File: config.mk
export PLATFORM = sky130hd
export DESIGN_NAME = cpu_fetch
export DESIGN_NICKNAME = d
export VERILOG_FILES = /design/src/rtl/cpu_fetch_pkg.sv /design/src/rtl/fetch_decode_register.sv /design/src/rtl/cpu_fetch.sv
export SDC_FILE = /design/constraint.sdc
export NUM_CORES = 1
export LEC_CHECK = 0
export ABC_CLOCK_PERIOD_IN_PS = 1760
export BUFFER_PORTS_ARGS = -buffer_cell sky130_fd_sc_hd__buf_2
export CAP_MARGIN = 20
export CORE_MARGIN = 2
export CORE_UTILIZATION = 45
export CTS_CLUSTER_DIAMETER = 120
export DETAILED_ROUTE_END_ITERATION = 10
export MAX_ROUTING_LAYER = met4
export PLACE_DENSITY_LB_ADDON = 0.12
export SYNTH_ARGS = -nofsm -noshare
export SYNTH_HDL_FRONTEND = slang
export SYNTH_SLANG_ARGS = --single-unit
export TNS_END_PERCENT = 50
File: constraint.sdc
create_clock -name clock -period 1.76 [get_ports clock]
set_input_delay 0.088 -clock clock [delete_from_list [all_inputs] [get_ports clock]]
set_output_delay 0.088 -clock clock [all_outputs]
set_load 0.1 [all_outputs]
File: src/rtl/cpu_fetch_pkg.sv
// -----------------------------------------------------------------------------
// cpu_fetch_pkg
//   Shared types and constants for the fetch stage of the 16-bit pipelined CPU.
//   - fetch_state_t : fetch controller states (PRIME after reset, RUN after)
//   - NOP           : the all-zero instruction word used for bubbles
//   - fd_payload_t  : contents of the fetch/decode pipeline register
//   - fd_bubble()   : helper returning a bubble payload
// -----------------------------------------------------------------------------
package cpu_fetch_pkg;

    // Widths of the fetch/decode payload. The cpu_fetch parameters default
    // to these values, and the payload struct is sized by them.
    localparam int FD_WIDTH            = 16;
    localparam int FD_INSTRUCTIONWIDTH = 24;

    // PRIME: memory has no valid data yet. RUN: imemData belongs to fetchPC.
    typedef enum logic [0:0] {
        PRIME = 1'b0,
        RUN   = 1'b1
    } fetch_state_t;

    localparam logic [FD_INSTRUCTIONWIDTH-1:0] NOP = '0;

    typedef struct packed {
        logic [FD_INSTRUCTIONWIDTH-1:0] instruction;
        logic [FD_WIDTH-1:0]            pc;
        logic                           valid;
    } fd_payload_t;

    // A bubble is a NOP at PC 0 marked not-valid, so decode ignores it.
    function automatic fd_payload_t fd_bubble();
        fd_payload_t bubble_s;
        bubble_s.instruction = NOP;
        bubble_s.pc          = {FD_WIDTH{1'b0}};
        bubble_s.valid       = 1'b0;
        return bubble_s;
    endfunction

endpackage

File: src/rtl/fetch_decode_register.sv
// -----------------------------------------------------------------------------
// fetch_decode_register
//   Fetch/decode pipeline register holding one instruction/PC/valid payload.
//   Priority: reset > flush (bubble load) > enable (load) > hold.
// Ports:
//   clock       in   rising-edge clock
//   reset       in   synchronous active-high reset, loads a bubble
//   enable      in   load payload_in when high (driven as !stallD)
//   flush       in   load a bubble, overriding enable
//   payload_in  in   instruction/pc/valid from fetch
//   payload_out out  registered payload presented to decode
// -----------------------------------------------------------------------------
module fetch_decode_register
    import cpu_fetch_pkg::*;
(
    input  logic        clock,
    input  logic        reset,
    input  logic        enable,
    input  logic        flush,
    input  fd_payload_t payload_in,
    output fd_payload_t payload_out
);

    fd_payload_t payload_r;

    // Payload register: bubble on reset or flush, load when enabled, else hold.
    always_ff @(posedge clock) begin
        if (reset) begin
            payload_r <= fd_bubble();
        end else if (flush) begin
            payload_r <= fd_bubble();
        end else if (enable) begin
            payload_r <= payload_in;
        end else begin
            payload_r <= payload_r;
        end
    end

    assign payload_out = payload_r;

endmodule

File: src/rtl/cpu_fetch.sv
// -----------------------------------------------------------------------------
// cpu_fetch
//   Fetch stage: owns the program counter, drives a synchronous (1-cycle
//   latency) instruction memory and fills the fetch/decode register.
// Parameters:
//   WIDTH            PC / address width
//   INSTRUCTIONWIDTH instruction word width
//   RESETPC          first instruction address after reset
// Ports:
//   clock        in   single rising-edge clock
//   reset        in   synchronous active-high reset
//   stallF       in   hold PC and re-read the current address
//   stallD       in   hold the fetch/decode register (only legal with stallF)
//   flushD       in   load a bubble into the fetch/decode register
//   redirectE    in   taken branch/jump resolved in execute
//   targetE      in   redirect target address
//   imemAddress  out  instruction memory address (combinational)
//   imemData     in   memory data for the address presented last cycle
//   InstructionD out  instruction to decode
//   PCD          out  address of InstructionD
//   validD       out  InstructionD is a real instruction, not a bubble
// -----------------------------------------------------------------------------
module cpu_fetch
    import cpu_fetch_pkg::*;
#(
    parameter int               WIDTH            = FD_WIDTH,
    parameter int               INSTRUCTIONWIDTH = FD_INSTRUCTIONWIDTH,
    parameter logic [WIDTH-1:0] RESETPC          = '0
) (
    input  logic                        clock,
    input  logic                        reset,
    input  logic                        stallF,
    input  logic                        stallD,
    input  logic                        flushD,
    input  logic                        redirectE,
    input  logic [WIDTH-1:0]            targetE,
    output logic [WIDTH-1:0]            imemAddress,
    input  logic [INSTRUCTIONWIDTH-1:0] imemData,
    output logic [INSTRUCTIONWIDTH-1:0] InstructionD,
    output logic [WIDTH-1:0]            PCD,
    output logic                        validD
);

    // fetch_pc_r is the address whose data is on imemData this cycle.
    fetch_state_t           state_r;
    fetch_state_t           state_next_s;
    logic [WIDTH-1:0]       fetch_pc_r;
    logic [WIDTH-1:0]       pc_seq_s;
    logic [WIDTH-1:0]       next_addr_s;
    logic                   fd_flush_s;
    logic                   fd_enable_s;
    fd_payload_t            fd_in_s;
    fd_payload_t            fd_out_s;

    // Sequential address; the natural WIDTH-bit wrap takes 16'hFFFF to 0.
    assign pc_seq_s = fetch_pc_r + {{(WIDTH-1){1'b0}}, 1'b1};

    // Next-state, next-address mux and fetch/decode register control.
    always_comb begin
        state_next_s = state_r;
        next_addr_s  = RESETPC;
        fd_flush_s   = 1'b1;
        fd_enable_s  = ~stallD;
        if (reset) begin
            // Reset: present RESETPC so the restart sequence is identical.
            state_next_s = PRIME;
            next_addr_s  = RESETPC;
            fd_flush_s   = 1'b1;
        end else begin
            case (state_r)
                PRIME: begin
                    // imemData is not valid yet: start at RESETPC, bubble D.
                    state_next_s = RUN;
                    next_addr_s  = RESETPC;
                    fd_flush_s   = 1'b1;
                end
                RUN: begin
                    state_next_s = RUN;
                    if (redirectE) begin
                        next_addr_s = targetE;
                    end else if (stallF) begin
                        next_addr_s = fetch_pc_r;
                    end else begin
                        next_addr_s = pc_seq_s;
                    end
                    // Redirect squashes the wrong-path word on imemData.
                    // A fetch-only stall bubbles D; stallD holds D instead.
                    fd_flush_s = redirectE | flushD | (stallF & ~stallD);
                end
                default: begin
                    state_next_s = PRIME;
                    next_addr_s  = RESETPC;
                    fd_flush_s   = 1'b1;
                end
            endcase
        end
    end

    // Payload offered to the fetch/decode register: current memory word.
    always_comb begin
        fd_in_s             = fd_bubble();
        fd_in_s.instruction = imemData;
        fd_in_s.pc          = fetch_pc_r;
        fd_in_s.valid       = 1'b1;
    end

    // State register and fetchPC; fetchPC follows imemAddress every cycle.
    always_ff @(posedge clock) begin
        if (reset) begin
            state_r    <= PRIME;
            fetch_pc_r <= RESETPC;
        end else begin
            state_r    <= state_next_s;
            fetch_pc_r <= next_addr_s;
        end
    end

    assign imemAddress = next_addr_s;

    fetch_decode_register u_fd_reg (
        .clock       (clock),
        .reset       (reset),
        .enable      (fd_enable_s),
        .flush       (fd_flush_s),
        .payload_in  (fd_in_s),
        .payload_out (fd_out_s)
    );

    assign InstructionD = fd_out_s.instruction;
    assign PCD          = fd_out_s.pc;
    assign validD       = fd_out_s.valid;

endmodule

# ---- Word-level counts from Yosys, hierarchy flattened
# Index checks and enable logic that the tools add are counted.
dict set report op_classes {
  n_bitwise 5
  n_reduce_logical 1
  addsub 1
  mux 7
}
# op n
set ops {}
lappend ops {{$mux 16} 3}
lappend ops {{$pmux 16 s2} 1}
lappend ops {{$add 16x1->16 const B} 1}
lappend ops {{$mux 1} 2}
lappend ops {{$not 1->1} 2}
lappend ops {{$or 1x1->1} 2}
lappend ops {{$pmux 1 s2} 1}
lappend ops {{$reduce_or 2->1} 1}
lappend ops {{$and 1x1->1} 1}
dict set report totals {
  ff_bits 58
  elab_cells 19
  inputBits 46
}

# ---- Logic depth before layout (Yosys ltp)
dict set report logic_depth {
  word_depth 6
  mapped_depth 6
}

# ---- Modules after synthesis
# A second synthesis with hierarchy kept.
dict set report unflattened {
  cells_unflattened 258
  area_unflattened_um2 2527.4
}
# module cells_per_inst area_each_um2 n_inst
set modules_own_cells {}
lappend modules_own_cells {fetch_decode_register 134 1507.7 1}
lappend modules_own_cells {cpu_fetch 124 1019.7 1}

# ---- Worst setup path after synthesis
# Ideal clock, no wire load.
dict set report synth_path {
  path_type {register -> output}
  from {register fetch_pc_r[0]}
  to {output port imemAddress[14]}
  required_time_ns 1.672
  slack_ns -1.013
  t_arrival_ns 2.685
  path_stages_with_launch 6
  path_cell_list {dfxtp_1 ha_1 nand4b_2 nor4_2 xnor2_1 a21oi_1}
}
dict set report synth_between {
  elab_chain_cells 5
}
# element line
set synth_lines {}
lappend synth_lines {{from (decl)} cpu_fetch.sv:47} ;# logic [WIDTH-1:0] fetch_pc_r;
lappend synth_lines {{from (signal assigned)} cpu_fetch.sv:114} ;# fetch_pc_r <= next_addr_s;
lappend synth_lines {{$add 16x1->16} cpu_fetch.sv:56} ;# assign pc_seq_s = fetch_pc_r + {{(WIDTH-1){1'b0}}, 1'b1};
lappend synth_lines {{$mux 16} cpu_fetch.sv:81} ;# end else if (stallF) begin
lappend synth_lines {{$mux 16} cpu_fetch.sv:79} ;# if (redirectE) begin
lappend synth_lines {{$pmux 16 s2} cpu_fetch.sv:70} ;# case (state_r)
lappend synth_lines {{$mux 16} cpu_fetch.sv:64} ;# if (reset) begin
lappend synth_lines {{to (decl)} cpu_fetch.sv:37} ;# output logic [WIDTH-1:0] imemAddress,
# Every way passes these cells.

# ---- Worst setup path after layout
dict set report layout_path {
  from {register fetch_pc_r[7]}
  to {output port imemAddress[15]}
}
# The elaborated chain is that of the path after synthesis.

==> metrics.cfg <==
[run_status]
violations = setup timing
run_status = complete, but fails checks

[timing]
period_share_pct = 109
relSlewSlack_pct = 53.1
finalMaxSlewViolations = 0
hold_violations = 0
rsz0062_at_grt = yes
post-route-worst-setup-slack_ns = -0.154
tns_ns = -1.13
max_slew.worst_pin.slew_ns = 0.703
fin_worst_skew_ns = 0.00497
period_needed_ns = 1.91
finalSetupViolCount = 11
fmax_ghz = 0.522

[route]
antenna_left = 0
wl_per_cell_um = 14.1
via_count = 2355
drc = 0
drt-total-wl_um = 6670
drt-pass1-iter-count = 4
vias_per_cell = 4.98
drt_iter0_markers = 84

[global_routing]
antenna_found_initial = 0
grt_usage_pct = 22.6
grt_max_degree = 42
grt_pass1_wl_um = 10700
grt_overflow = 0
first_global_vias = 2341

[power]
swShare_pct = 27.9
ir_worst_vdd_mv = 0.572
p_leak_nw = 1.93
p_sw_mw = 0.879
pwr-share-clk_pct = 39.7
totalPowerFinal_mw = 3.15
intPower_mw = 2.27
combPwrFrac_pct = 17.2
p_seq_share_pct = 43.1
power.density_nw_per_um2 = 753

[cells_and_area]
synthToLayoutAreaGrowth_pct = 64.1
stdcell_count = 473
final_util_pct = 76.0
diodes = 0
num-fill-cells = 375
nets = 443
drive_gt1_share_pct = 49.4

[critical_path]
crit_arrival_ns = 1.83
critical_path_buf_inv_count = 2
cp-end-kind = output port
critPathLaunchType = flip-flop
cp_cell_sequence = buf_6 -> nand4_1 -> nor4_4 -> xnor2_2 -> a21oi_4 -> buf_12
cp_slowest_cell = dfxtp_4
worst_path_dominant_cell_family = simple AND/OR/NAND/NOR gates
reg2reg_slack_ns = 0.19
cp_slowest_stage_delay_ns = 0.37
required_ns = 1.67
critical_path_class = flip-flop to output port
worstPathMaxFanout = 5

[clocking]
cts.clk_slew.worst_paths_ns = 0.07
numCtsBuffers = 9
clock-sinks = 58
clk_path_buf_depth = 2
htree_levels = 3
cts_tree = done
root_buffer = clkbuf_8
insertion_delay_ns = 0.33

[synthesis]
synthCells = 257
yosysSeqAreaShare_pct = 45.5
synthTopCellsByArea = dfxtp_1, mux2i_1, nor2_1
synth_top_area_share_pct = 45.5
syn_area_per_cell_um2 = 9.93
synth-seq-cells = 58
synth_cell_types = 28
synthesis.area_um2 = 2550
yosys.area.top_type = dfxtp_1
synth_fp_nets = 304
yosysWarnings = 0

[placed_design]
dp_hpwl_um = 4240
portBuffers = 102
dp.cells = 430
place.gp.congestion = 0.778

[floorplan]
initial_core_util_pct = 46.3
die_w_um = 79.3
rows = 27
die_y_um = 79.3
dieArea_um2 = 6290
ios = 103
core-area_um2 = 5510

[job]
max_cap_viol_count = 0

[hold_path]
min_path_type = input pin to flip-flop

path summary, 6_finish.rpt:
check                          startpoint                  endpoint  cells after the start
hold / removal               imemData[13]  u_fd_reg.payload_out[30]                      3
hold reg to reg   u_fd_reg.payload_out[0]   u_fd_reg.payload_out[0]                      2
setup / recovery            fetch_pc_r[7]           imemAddress[15]                      6
setup reg to reg                  state_r  u_fd_reg.payload_out[26]                      4
worst register-to-register path: stages, from the launching register on:
cell	delay (ns)
dfxtp_1	0.36
nand2_4	0.10
or4_2	0.66
buf_12	0.22
nor2_1	0.18
layout by cell type (no fill, tap or decap), types with 11 or more instances in the layout:
cell	instances
nor2_4	11
buf_4	17
dfxtp_1	48
dlygate4sd3_1	20
a21oi_1	15
buf_2	86
nor2_1	41
o21ai_0	12
clkbuf_8	11
buf_12	17
mux2i_1	43
cells in the mapped netlist:
cell / instances
nand4_2: 2
buf_1: 2
xor2_1: 2
nor2_1: 43
inv_2: 1
ha_1: 1
inv_1: 4
dfxtp_1: 58
a21oi_1: 27
or4_1: 1
nand4b_2: 2
nor2_4: 10
nor3_1: 3
buf_6: 4
nand2b_1: 1
nand2_4: 1
nand4_1: 3
buf_8: 1
xnor2_1: 13
mux2i_1: 43
clkbuf_1: 7
nand4b_1: 1
nand2_1: 5
nor2b_1: 2
buf_2: 2
nor4_2: 5
o21ai_0: 12
nand3b_1: 1
power by group through the flow:
stage	registers [mW]	clock network, mW	logic (mW)
floorplan	1.43	0	0.286
global placement	1.39	0	0.483
detailed placement	1.39	0	0.486
CTS	1.36	1.27	0.537
global route	1.36	1.34	0.569
finish	1.36	1.25	0.541
logic make-up (layout without fill, tap and decap cells):
family | count (synthesis) | after routing | synth area share (%)
xor+xnor | 15 | 15 | 5.15
fa+ha+maj | 1 | 1 | 0.490
flops | 58 | 58 | 45.5
mux | 43 | 43 | 16.9
buf+inv | 21 | 165 | 4.81
simple gates | 80 | 80 | 19.5
compound gates | 39 | 39 | 7.65
registers in the layout (all words and copies together) (netlist names):
signal	count
state_r	1
fetch_pc_r	16
u_fd_reg.payload_out	41
what timing repair did:
item	in CTS	in global routing
hold buffers	20	0
hold endpoints to repair	20	0
setup endpoints to repair	13	15
resized for setup	38	5
setup buffers	7	0
pin swaps	15	6
metrics by stage:
step | worst slack (ns) | instance area (µm²) | hold WS, ns
2_1_floorplan | -0.469 | 2660 | 0.168
3_3_place_gp | 0.101 | 3510 | 0.285
3_5_place_dp | 0.0532 | 3510 | 0.285
4_1_cts | -0.143 | 4160 | 0.00275
5_1_grt | -0.242 | 4190 | 0.0251
6_report | -0.154 | 4190 | 0.00545
cell type report:
class                      instances  area [µm²]  area share [%]
clock buffer                      11         151            3.62
clock inverter                     5        52.6            1.26
timing repair buffer             144        1140            27.2
inverter                           5        18.8           0.448
multi-input combinational        178        1540            36.8
sequential                        58        1190            28.5
tap                               72        90.1            2.15
metal layers:
metal  part of all wire [%]  global-route usage [%]
met5                      0                       -
met2                     53                    40.2
met3                    4.2                    6.82
met1                     42                    25.2
met4                   0.79                    4.66
Note: power is estimated with default switching activity, not from simulation.
